$ cat src/rtl/deleted_node_cam.sv
// deleted_node_cam
//   Content-addressable store of deleted node IDs. Accepts inserts through a
//   valid/ready handshake and suppresses duplicates. Supports removal of one
//   ID and a bulk clear. Answers NUM_QUERY parallel membership lookups with
//   results registered one cycle later.
//
// Ports
//   clk, rst_n          clock (rising edge), asynchronous active-low reset
//   ins_valid/ins_id    insert request; ins_ready = !full
//   del_valid/del_id    remove request (absent ID is a no-op)
//   clr                 synchronous clear of all entries and ovf
//   q_id                lookup IDs, port k at [k*DATA_WIDTH +: DATA_WIDTH]
//   q_match, q_any      registered per-port hit and OR of all hits
//   count, full, empty  registered occupancy status
//   ovf                 sticky: non-duplicate insert attempted while full
module deleted_node_cam #(
  parameter int DATA_WIDTH = 8,
  parameter int DEPTH      = 8,
  parameter int NUM_QUERY  = 2,
  localparam int CW        = $clog2(DEPTH + 1)
) (
  input  logic                            clk,
  input  logic                            rst_n,
  input  logic                            ins_valid,
  input  logic [DATA_WIDTH-1:0]           ins_id,
  output logic                            ins_ready,
  input  logic                            del_valid,
  input  logic [DATA_WIDTH-1:0]           del_id,
  input  logic                            clr,
  input  logic [NUM_QUERY*DATA_WIDTH-1:0] q_id,
  output logic [NUM_QUERY-1:0]            q_match,
  output logic                            q_any,
  output logic [CW-1:0]                   count,
  output logic                            full,
  output logic                            empty,
  output logic                            ovf
);

  localparam int IW = $clog2(DEPTH);

  logic [DATA_WIDTH-1:0] r_id [DEPTH];
  logic [DEPTH-1:0]      r_vld;
  logic [CW-1:0]         r_count;
  logic                  r_full;
  logic                  r_empty;
  logic                  r_ovf;
  logic [NUM_QUERY-1:0]  r_q_match_p1;
  logic                  r_q_any_p1;

  logic [DEPTH-1:0]      w_ins_match;
  logic [DEPTH-1:0]      w_del_match;
  logic                  w_ins_hit;
  logic [IW-1:0]         w_free_idx;
  logic                  w_ins_do;
  logic [DEPTH-1:0]      w_vld_nxt;
  logic [CW-1:0]         w_count_nxt;
  logic [NUM_QUERY-1:0]  w_q_hit;

  function automatic logic [CW-1:0] popcount(input logic [DEPTH-1:0] v);
    logic [CW-1:0] c;
    c = '0;
    for (int i = 0; i < DEPTH; i++) c = c + CW'(v[i]);
    return c;
  endfunction

  // ---- Stage 0: compare against contents registered at start of cycle ----
  always_comb begin
    w_ins_match = '0;
    w_del_match = '0;
    w_free_idx  = '0;
    for (int i = 0; i < DEPTH; i++) begin
      w_ins_match[i] = r_vld[i] && (r_id[i] == ins_id);
      w_del_match[i] = r_vld[i] && (r_id[i] == del_id);
    end
    // Scan downward so the last assignment wins: lowest invalid slot.
    for (int i = DEPTH - 1; i >= 0; i--) begin
      if (!r_vld[i]) w_free_idx = IW'(i);
    end
    w_ins_hit = |w_ins_match;
    // Insert is dropped when it collides with a same-cycle delete of the
    // same ID; a free slot always exists when not full.
    w_ins_do = ins_valid && !r_full && !w_ins_hit && !clr &&
               !(del_valid && (del_id == ins_id));

    w_vld_nxt = r_vld;
    if (clr) begin
      w_vld_nxt = '0;
    end else begin
      if (del_valid) w_vld_nxt = w_vld_nxt & ~w_del_match;
      // Free slot chosen from pre-cycle bits, so a slot freed now is not reused.
      if (w_ins_do) w_vld_nxt[w_free_idx] = 1'b1;
    end
    w_count_nxt = popcount(w_vld_nxt);
  end

  always_comb begin
    w_q_hit = '0;
    for (int k = 0; k < NUM_QUERY; k++) begin
      for (int i = 0; i < DEPTH; i++) begin
        if (r_vld[i] && (r_id[i] == q_id[k*DATA_WIDTH +: DATA_WIDTH]))
          w_q_hit[k] = 1'b1;
      end
    end
  end

  // ---- Stage 1: registered contents, status and lookup results ----
  always_ff @(posedge clk) begin
    if (w_ins_do) r_id[w_free_idx] <= ins_id;
  end

  always_ff @(posedge clk or negedge rst_n) begin
    if (!rst_n) begin
      r_vld        <= '0;
      r_count      <= '0;
      r_full       <= 1'b0;
      r_empty      <= 1'b1;
      r_ovf        <= 1'b0;
      r_q_match_p1 <= '0;
      r_q_any_p1   <= 1'b0;
    end else begin
      r_vld        <= w_vld_nxt;
      r_count      <= w_count_nxt;
      r_full       <= (w_count_nxt == CW'(DEPTH));
      r_empty      <= (w_count_nxt == '0);
      r_q_match_p1 <= w_q_hit;
      r_q_any_p1   <= |w_q_hit;
      if (clr)
        r_ovf <= 1'b0;
      else if (ins_valid && r_full && !w_ins_hit)
        r_ovf <= 1'b1;
    end
  end

  assign ins_ready = !r_full;
  assign q_match   = r_q_match_p1;
  assign q_any     = r_q_any_p1;
  assign count     = r_count;
  assign full      = r_full;
  assign empty     = r_empty;
  assign ovf       = r_ovf;

endmodule

$ cat config.mk
export PLATFORM = sky130hd
export DESIGN_NAME = deleted_node_cam
export DESIGN_NICKNAME = d
export VERILOG_FILES = /design/src/rtl/deleted_node_cam.sv
export SDC_FILE = /design/constraint.sdc
export NUM_CORES = 1
export LEC_CHECK = 0
export CAP_MARGIN = 0
export CORE_MARGIN = 5
export CORE_UTILIZATION = 40
export DETAILED_ROUTE_END_ITERATION = 6
export REMOVE_ABC_BUFFERS = 1
export SLEW_MARGIN = 10
export SYNTH_ARGS = -nofsm -noshare
export SYNTH_HDL_FRONTEND = slang
export SYNTH_SLANG_ARGS = --single-unit
$ cat constraint.sdc
create_clock -name clk -period 10.25 [get_ports clk]
set_input_delay 2.05 -clock clk [delete_from_list [all_inputs] [get_ports clk]]
set_output_delay 2.05 -clock clk [all_outputs]
set_load 0.01 [all_outputs]
Word level (Yosys, flattened, before mapping)
Memory sizes are Yosys's and may differ from the RTL's.
Index checks and enable logic that the tools add are counted.

cells by class
  $add $sub $neg = 7
  order comparisons = 2
  equal/unequal tests = 34
  multiplexer cells = 34
  bitwise gates (word level) = 3
  reductions and logical operators = 48

operator list
  operator                                                               count
  8-bit == test                                                          33
  1-bit logical AND                                                      40
  8-bit 2-to-1 mux                                                       4
  3-bit 2-to-1 mux                                                       8
  1-bit 2-to-1 mux                                                       21
  4-bit by 1-bit adder with 4-bit output                                 4
  8-bit AND                                                              1
  8-bit inverter                                                         1
  8-bit bitwise OR                                                       1
  8-bit OR reduction                                                     1
  3-bit by 1-bit adder with 4-bit output                                 1
  4-bit == test, second input constant                                   1
  1-bit zero test                                                        4
  4-bit zero test                                                        1
  3-bit by 4-bit < comparator with 1-bit output, second input constant   1
  2-bit by 1-bit adder with 3-bit output                                 1
  1-bit demux with 3-bit select                                          1
  3-bit by 1-bit >= comparator with 1-bit output, second input constant  1
  1-bit by 1-bit adder with 2-bit output                                 1
  2-bit nonzero test                                                     1
  2-bit OR reduction                                                     1

storage, ports and cells
  register bits = 18
  RAM bits = 64
  bits of input ports = 37
  output and inout port bits = 11
  word-level logic and storage cells = 136
  memories = 1

memories
  memory  depth  width  read ports  clocked after Yosys merged registers in  write ports  RTL line  RTL
  r_id    8      8      8           0                                        1            41        logic [DATA_WIDTH-1:0] r_id [DEPTH];

Logic depth before layout (Yosys ltp)
  depth in word-level cells = 23
  depth in mapped cells = 18
  mapped depth without buffers = 16

Least setup slack after synthesis
No wires, ideal clock.

  path type = input-to-reg
  from = input port ins_id[7]
  to = register r_full (netlist: full)
  library setup time = 0.088 ns
  arrival = 6.008 ns
  required time = 10.162 ns
  slack = 4.153 ns
  stages = 18
  path buffers = 2
  cells stage by stage = buf_6 > xor2_1 > nor3_1 > nand4_1 > nand4_1 > or4_4 > buf_6 > o31ai_1 > fa_1 > inv_1 > fa_1 > fa_1 > inv_1 > ha_1 > inv_1 > fa_1 > nand2b_1 > nor3b_1

between the ends
  elaborated cells between the ends (all ways) = 34
  those cells by class = add/sub (7); eq/ne (10); mux (2); reduce/logical (15)

RTL lines
  item                                                      RTL line  RTL
  from (decl)                                               25        input logic [DATA_WIDTH-1:0] ins_id,
  8-bit == test                                             72        w_ins_match[i] = r_vld[i] && (r_id[i] == ins_id);
  1-bit logical AND                                         72
  8-bit OR reduction                                        79        w_ins_hit = |w_ins_match;
  1-bit zero test                                           82        w_ins_do = ins_valid && !r_full && !w_ins_hit && !clr &&
  1-bit logical AND (2 in series)                           82
  1-bit logical AND (*)                                     82
  8-bit 2-to-1 mux (*)                                      91        if (w_ins_do) w_vld_nxt[w_free_idx] = 1'b1;
  8-bit 2-to-1 mux (*)                                      86        if (clr) begin
  named net w_vld_nxt[3]                                    55        logic [DEPTH-1:0] w_vld_nxt;
  3-bit by 1-bit adder with 4-bit output (*)                62        for (int i = 0; i < DEPTH; i++) c = c + CW'(v[i]);
  4-bit by 1-bit adder with 4-bit output (*) (4 in series)  62
  4-bit == test (*)                                         123       r_full <= (w_count_nxt == CW'(DEPTH));
  to (signal assigned)                                      123
  to (decl)                                                 44        logic r_full;

Mark *: on every way through the listed nets, which the timed path passes. The rest lies on a longest branch.
A chain may end at the register's enable or synchronous reset.

Final worst setup path
  from = input port ins_id[5]
  to = register r_full (netlist: full)

The elaborated chain is that of the path after synthesis.

==> impl_metrics.py <==
metrics = {
    "critical_path": {
        "critPathKind": "in2reg",
        "reg2reg_depth": 16,
        "crit_top_cell": "fa_1",
        "cp_max_fo": 21,
        "max_stage_delay_ps": 1210,
        "endpoint_kind": "flip-flop",
        "cp_slowest_cell": "clkdlybuf4s50_1",
        "worstPathCellList": "clkdlybuf4s50_1 > xor2_1 > nor3_1 > nand4_1 > nand4_1 > or4_4 > o31ai_1 > fa_1 > inv_1 > fa_1 > fa_1 > inv_1 > ha_1 > inv_1 > fa_1 > nand2b_1 > nor3b_1",
        "cp-endpoint": "full",
        "critPathLaunchType": "input pin",
        "worstReg2RegEnd": "full",
        "cp_num_buf_inv": 4,
        "crit_cells": 17,
        "reg2reg_slack_ps": 5430,
        "arrival_ps": 7520,
        "worstSetupStartpoint": "ins_id[5]",
        "critPathTopFamily": "adder cells",
        "r2r_start": "r_id[1][4]",
        "worst-endpoint-required_ps": 10500,
    },
    "power_and_ir_drop": {
        "total_power_mw": 0.829,
        "leakage_nw": 2.30,
        "ir_worst_vdd_mv": 0.0935,
        "power.density_mw_per_mm2": 120,
    },
    "route": {
        "first_iter_violations": 555,
        "drc_errors": 0,
        "num_vias": 4740,
        "wl_per_cell_microns": 25.8,
        "avgViaCountPerCell": 5.96,
        "detail-route-antenna-nets": 0,
        "routed_wl_mm": 20.5,
        "firstDrtPassIters": 5,
    },
    "logic_synthesis": {
        "synthCells": 574,
        "synth_area_leaders": "edfxtp_1 (32%), xor2_1 (20%), xnor2_1 (19%)",
        "seq_area_frac_synth_pct": 39.0,
        "yosys_warnings": 0,
        "syn_avg_cell_area_sq_um": 10.6,
        "ys_ff_latch": 82,
        "synth_flop_cell": "edfxtp_1",
        "synth_commonest_cells": "xor2_1 (136), xnor2_1 (129), edfxtp_1 (64), nand4_1 (33), nor3_1 (29)",
        "synth_top_cell_area_share_pct": 31.5,
        "async_flop_share_pct": 22.0,
        "yosysTopAreaCell": "edfxtp_1",
        "synth-edff-count": 64,
        "ys_types": 40,
        "yosysMostFrequentCell": "xor2_1",
        "syn_area_sq_mm": 0.00609,
    },
    "grt": {
        "grt_pass1_vias": 4783,
        "grtUsageTotal_pct": 23.3,
        "grt.overflow.total": 0,
        "grt_max_degree": 22,
        "grt_pass1_wl_mm": 30.7,
        "antenna_found_initial": 0,
    },
    "layout": {
        "utilization_pct": 45.8,
        "antenna_cells": 0,
        "area_delta_synth_final_pct": 13.5,
        "final_cells": 795,
        "fin_nets": 646,
        "drive_gt1_share_pct": 5.11,
    },
    "floorplan": {
        "ioPinCount": 48,
        "die_x_microns": 133,
        "num_rows": 45,
        "die-area_sq_mm": 0.0178,
        "die_h_microns": 133,
        "core_sq_mm": 0.0151,
        "initial_core_util_pct": 40.4,
    },
    "timing": {
        "tns_ps": 0,
        "rsz0062_at_grt": "false",
        "holdWs_ps": 582,
        "worst_slew_pin_slew_ps": 1120,
        "final_hold_viol_count": 0,
        "min_period_over_period_pct": 70.9,
        "fin_skew_ps": 9.67,
        "maxSlewHeadroom_pct": 25.2,
        "setup_viol": 0,
        "slew_viol_final": 0,
        "clock.fmax_mhz": 138,
        "fin_crit_ps": 7260,
    },
    "clocking": {
        "clock_latency_ps": 350,
        "clockRootBuffer": "clkbuf_16",
        "htree_levels": 3,
        "clockBufferDepth": 2,
        "ctsResizeCount": 0,
        "hold_buffers": 0,
        "clock_sinks": 82,
        "numCtsBuffers": 9,
        "clk_pin_slew_ps": 60,
        "postCtsSetupBuffers": 0,
        "tritoncts": "yes",
    },
    "hold_path": {
        "min_path_type": "reg2reg",
    },
    "placed_design": {
        "gp_congestion": 0.916,
        "io_buffers": 47,
        "place_inst": 779,
        "dpl.hpwl_mm": 14.0,
    },
    "status": {
        "status": "complete, no violations",
    },
    "flow_run": {
        "cap_violations": 0,
    },
}
registers in the layout, summed over array words and instances, names as in the netlist:
signal,count
r_id,64
r_vld,8
count,4
q_match,2
empty,1
full,1
ovf,1
q_any,1
per-stage QoR:
stage / area, sq um / setup WS (ps)
final: 6920 / 2990
after global routing: 6920 / 2680
after CTS: 6920 / 3000
after detailed placement: 6640 / 2640
after global placement: 6640 / 2750
after floorplan: 5860 / 4310
layer usage:
metal	vias to the layer above	GRT usage [%]	share of wire, %
met4	0	10.7	4.3
met5	-	0	0
met3	57	4.49	9.0
met1	2321	34.0	44
li1	2054	-	-
met2	308	33.3	42
power breakdown:
part           internal, mW  switching [mW]
Clock                 0.166           0.140
Combinational        0.0600          0.0864
Sequential            0.368         0.00970
how the worst min path moves through the flow:
stage               start   to  slack [ps]  depth (start not counted)
floorplan             ovf  ovf         550                          2
global placement      ovf  ovf         570                          2
finish                ovf  ovf         580                          2
global route          ovf  ovf         620                          2
detailed placement    ovf  ovf         570                          2
CTS                   ovf  ovf         590                          2
cells in the final DEF (no fill, tap or decap), types with 2 or more instances in the layout:
| master | synthesis | routed |
|---|---|---|
| nor2b_1 | 2 | 2 |
| o31a_1 | 3 | 3 |
| edfxtp_1 | 64 | 64 |
| buf_4 | 0 | 9 |
| ha_1 | 3 | 3 |
| nor3b_2 | 0 | 2 |
| nor4_1 | 28 | 28 |
| clkinvlp_4 | 0 | 3 |
| clkdlybuf4s50_1 | 0 | 47 |
| o31ai_1 | 8 | 8 |
| nand3_1 | 24 | 24 |
| xnor2_1 | 129 | 129 |
| o21ai_0 | 2 | 2 |
| clkbuf_1 | 19 | 2 |
| xor2_1 | 136 | 136 |
| nand2_1 | 16 | 16 |
| nand4_1 | 33 | 33 |
| a31oi_1 | 6 | 6 |
| nor3_1 | 29 | 29 |
| fa_1 | 4 | 4 |
| inv_1 | 11 | 11 |
| clkbuf_16 | 0 | 9 |
| dfrtp_1 | 17 | 17 |
logic make-up after synthesis:
kind of cell | share of synthesized area, %
AO/OA/AOI/OAI | 3.29
flip-flops | 39.0
adder cells (fa/ha/maj) | 1.93
buffers and inverters | 4.56
XOR/XNOR | 38.1
AND/OR/NAND/NOR | 13.2
cell type report:
cell class	count	area [sq um]
clock buffers	11	233
fillers	1395	8170
multi-input cells	441	3450
clock inverters	5	40.0
inverters	12	45.0
well taps	188	235
repair buffers	56	538
flip-flops and latches	82	2370
worst register-to-register path, delay by kind of cell (launching register included):
family / cells / cell delay, ps
AOI/OAI and AO/OA: 2 / 830
and+or+nand+nor: 5 / 800
adders and majority gates: 5 / 2170
xor gates and xnor gates: 1 / 250
DFF: 1 / 490
buffers and inverters: 3 / 190
Power figures use the tool's default switching activity.
==> RTL change, RTL diff (same flow settings) <==
Remove the register `r_count`: a continuous assignment takes its place, so the output `count` follows one clock earlier.
--- a/src/rtl/deleted_node_cam.sv
+++ b/src/rtl/deleted_node_cam.sv
@@ -113,3 +113,2 @@
       r_vld        <= '0;
-      r_count      <= '0;
       r_full       <= 1'b0;
@@ -121,3 +120,2 @@
       r_vld        <= w_vld_nxt;
-      r_count      <= w_count_nxt;
       r_full       <= (w_count_nxt == CW'(DEPTH));
@@ -133,2 +131,4 @@
 
+  assign r_count = w_count_nxt;
+
   assign ins_ready = !r_full;
Check against the original RTL: not equivalent (Yosys sat finds a counterexample within 4 cycles, from zero or initial values and one cycle with rst_n low).
==> RTL change against the unedited design <==
Setup slack worse by 2.5 ns. Routed wire length rose by 3.0%. Critical path depth did not move. Sequential share of layout area fell by 1.5 points. Register-to-register slack lost 0.04 ns. Sequential cell count is 4 lower. Cell area grew 0.16%. Via count decreased by 1.3%. Synthesized area is 1.6% lower. Power decreased by 4.3%.
==> RTL change: results (changes against the unedited design) <==
Global routing
  – Number of global-route vias before repair: 4789 (was 4783)
  – First-pass GRT wire length: 31.39 mm (was 30.66 mm)

Power and ir drop
  – Leakage power: 2.333 nW (was 2.300 nW)
  – Psw: 219.4 uW (was 235.7 uW)
  – Clock power frac: 35.5% (was 36.8%)
  – P_clk: 282 uW (was 305 uW)
  – Max VDD drop: 0.00008850 V (was 0.00009351 V)

STA
  – Min Hold Slack: 0.5381 ns (was 0.5818 ns)
  – Skew final: 0.008771 ns (was 0.009669 ns)
  – Max-Slew Margin vs Limit: 36.65% (was 25.24%)

Clocking
  – Root Driver: clkbuf_16 (unchanged)

Status
  – Outcome: finished clean (unchanged)

Critical path
  – Reg2reg start: r_id[4][5]$_DFFE_PP_ (was r_id[1][4]$_DFFE_PP_)
  – R2R Setup Slk: 5.39 ns (was 5.43 ns)
  – WP data arrival: 7.72 ns (was 7.52 ns)
  – CP peak stage delay: 0.92 ns (was 1.21 ns)
  – Crit path kind: in -> out (was in -> reg)
  – Top delay family on crit path: buffers and inverters (was adder cells)
  – Crit path capture: count[2] (was full$_DFF_PN0_)

Detailed routing
  – WL met1: 9.222 mm (was 9.105 mm)
  – DR WL met2: 9.250 mm (was 8.630 mm)
  – TritonRoute pass-1 iters: 4 (was 5)
  – Metal3 WL: 1.995 mm (was 1.852 mm)
  – Vias per inst: 5.827 (was 5.962)
  – Initial drt markers: 593 (was 555)
  – Wire per inst: 26.25 um (was 25.75 um)

Placed design
  – Worst slack at placement: 0.4250 ns (was 2.640 ns)
  – Final GP Congestion: 0.9255 (was 0.9160)
  – Placed instance count: 789 (was 779)
  – Dpl hpwl: 15.38 mm (was 13.95 mm)
  – Post-detailed-placement cell area: 6673 um2 (was 6643 um2)

Finish
  – Fin nets: 660 (was 646)
  – Fin cells: 803 (was 795)

Logic synthesis
  – Synth Instances: 570 (was 574)
  – Asr flop ratio synth: 17.95% (was 21.95%)
  – Sequential area share after synthesis: 37.94% (was 38.96%)
## RTL change: worst reg2reg max path, cell delays in order (launching register included)
cell and delay (ns):
edfxtp_1 0.53, xor2_1 0.19, nor4_1 0.11, nand4_1 0.10, nand4_1 0.13, or4_4 0.70, o31ai_1 0.47, fa_1 0.47
inv_1 0.08, fa_1 0.42, fa_1 0.45, inv_1 0.07, ha_1 0.15, inv_1 0.06, fa_1 0.55, nand2b_1 0.08
nor3b_1 0.20
## RTL change: logic make-up (layout without fill, tap and decap cells)
group	Yosys count	in the layout	share of synthesized area (%)
compound gates	26	26	3.341
xor+xnor	265	265	38.73
flops	78	78	37.94
fa+ha+maj	7	7	1.963
simple gates	143	143	13.39
buf+inv	51	100	4.636
## RTL change: cell type report
cell class | instances | area, um2
Inverter | 12 | 45.04
Tap cell | 184 | 230.2
Sequential cell | 78 | 2273
Clock buffer | 9 | 225.2
Multi-Input combinational cell | 441 | 3451
Timing Repair Buffer | 74 | 673.1
Clock inverter | 5 | 28.78
Fill cell | 1351 | 7662
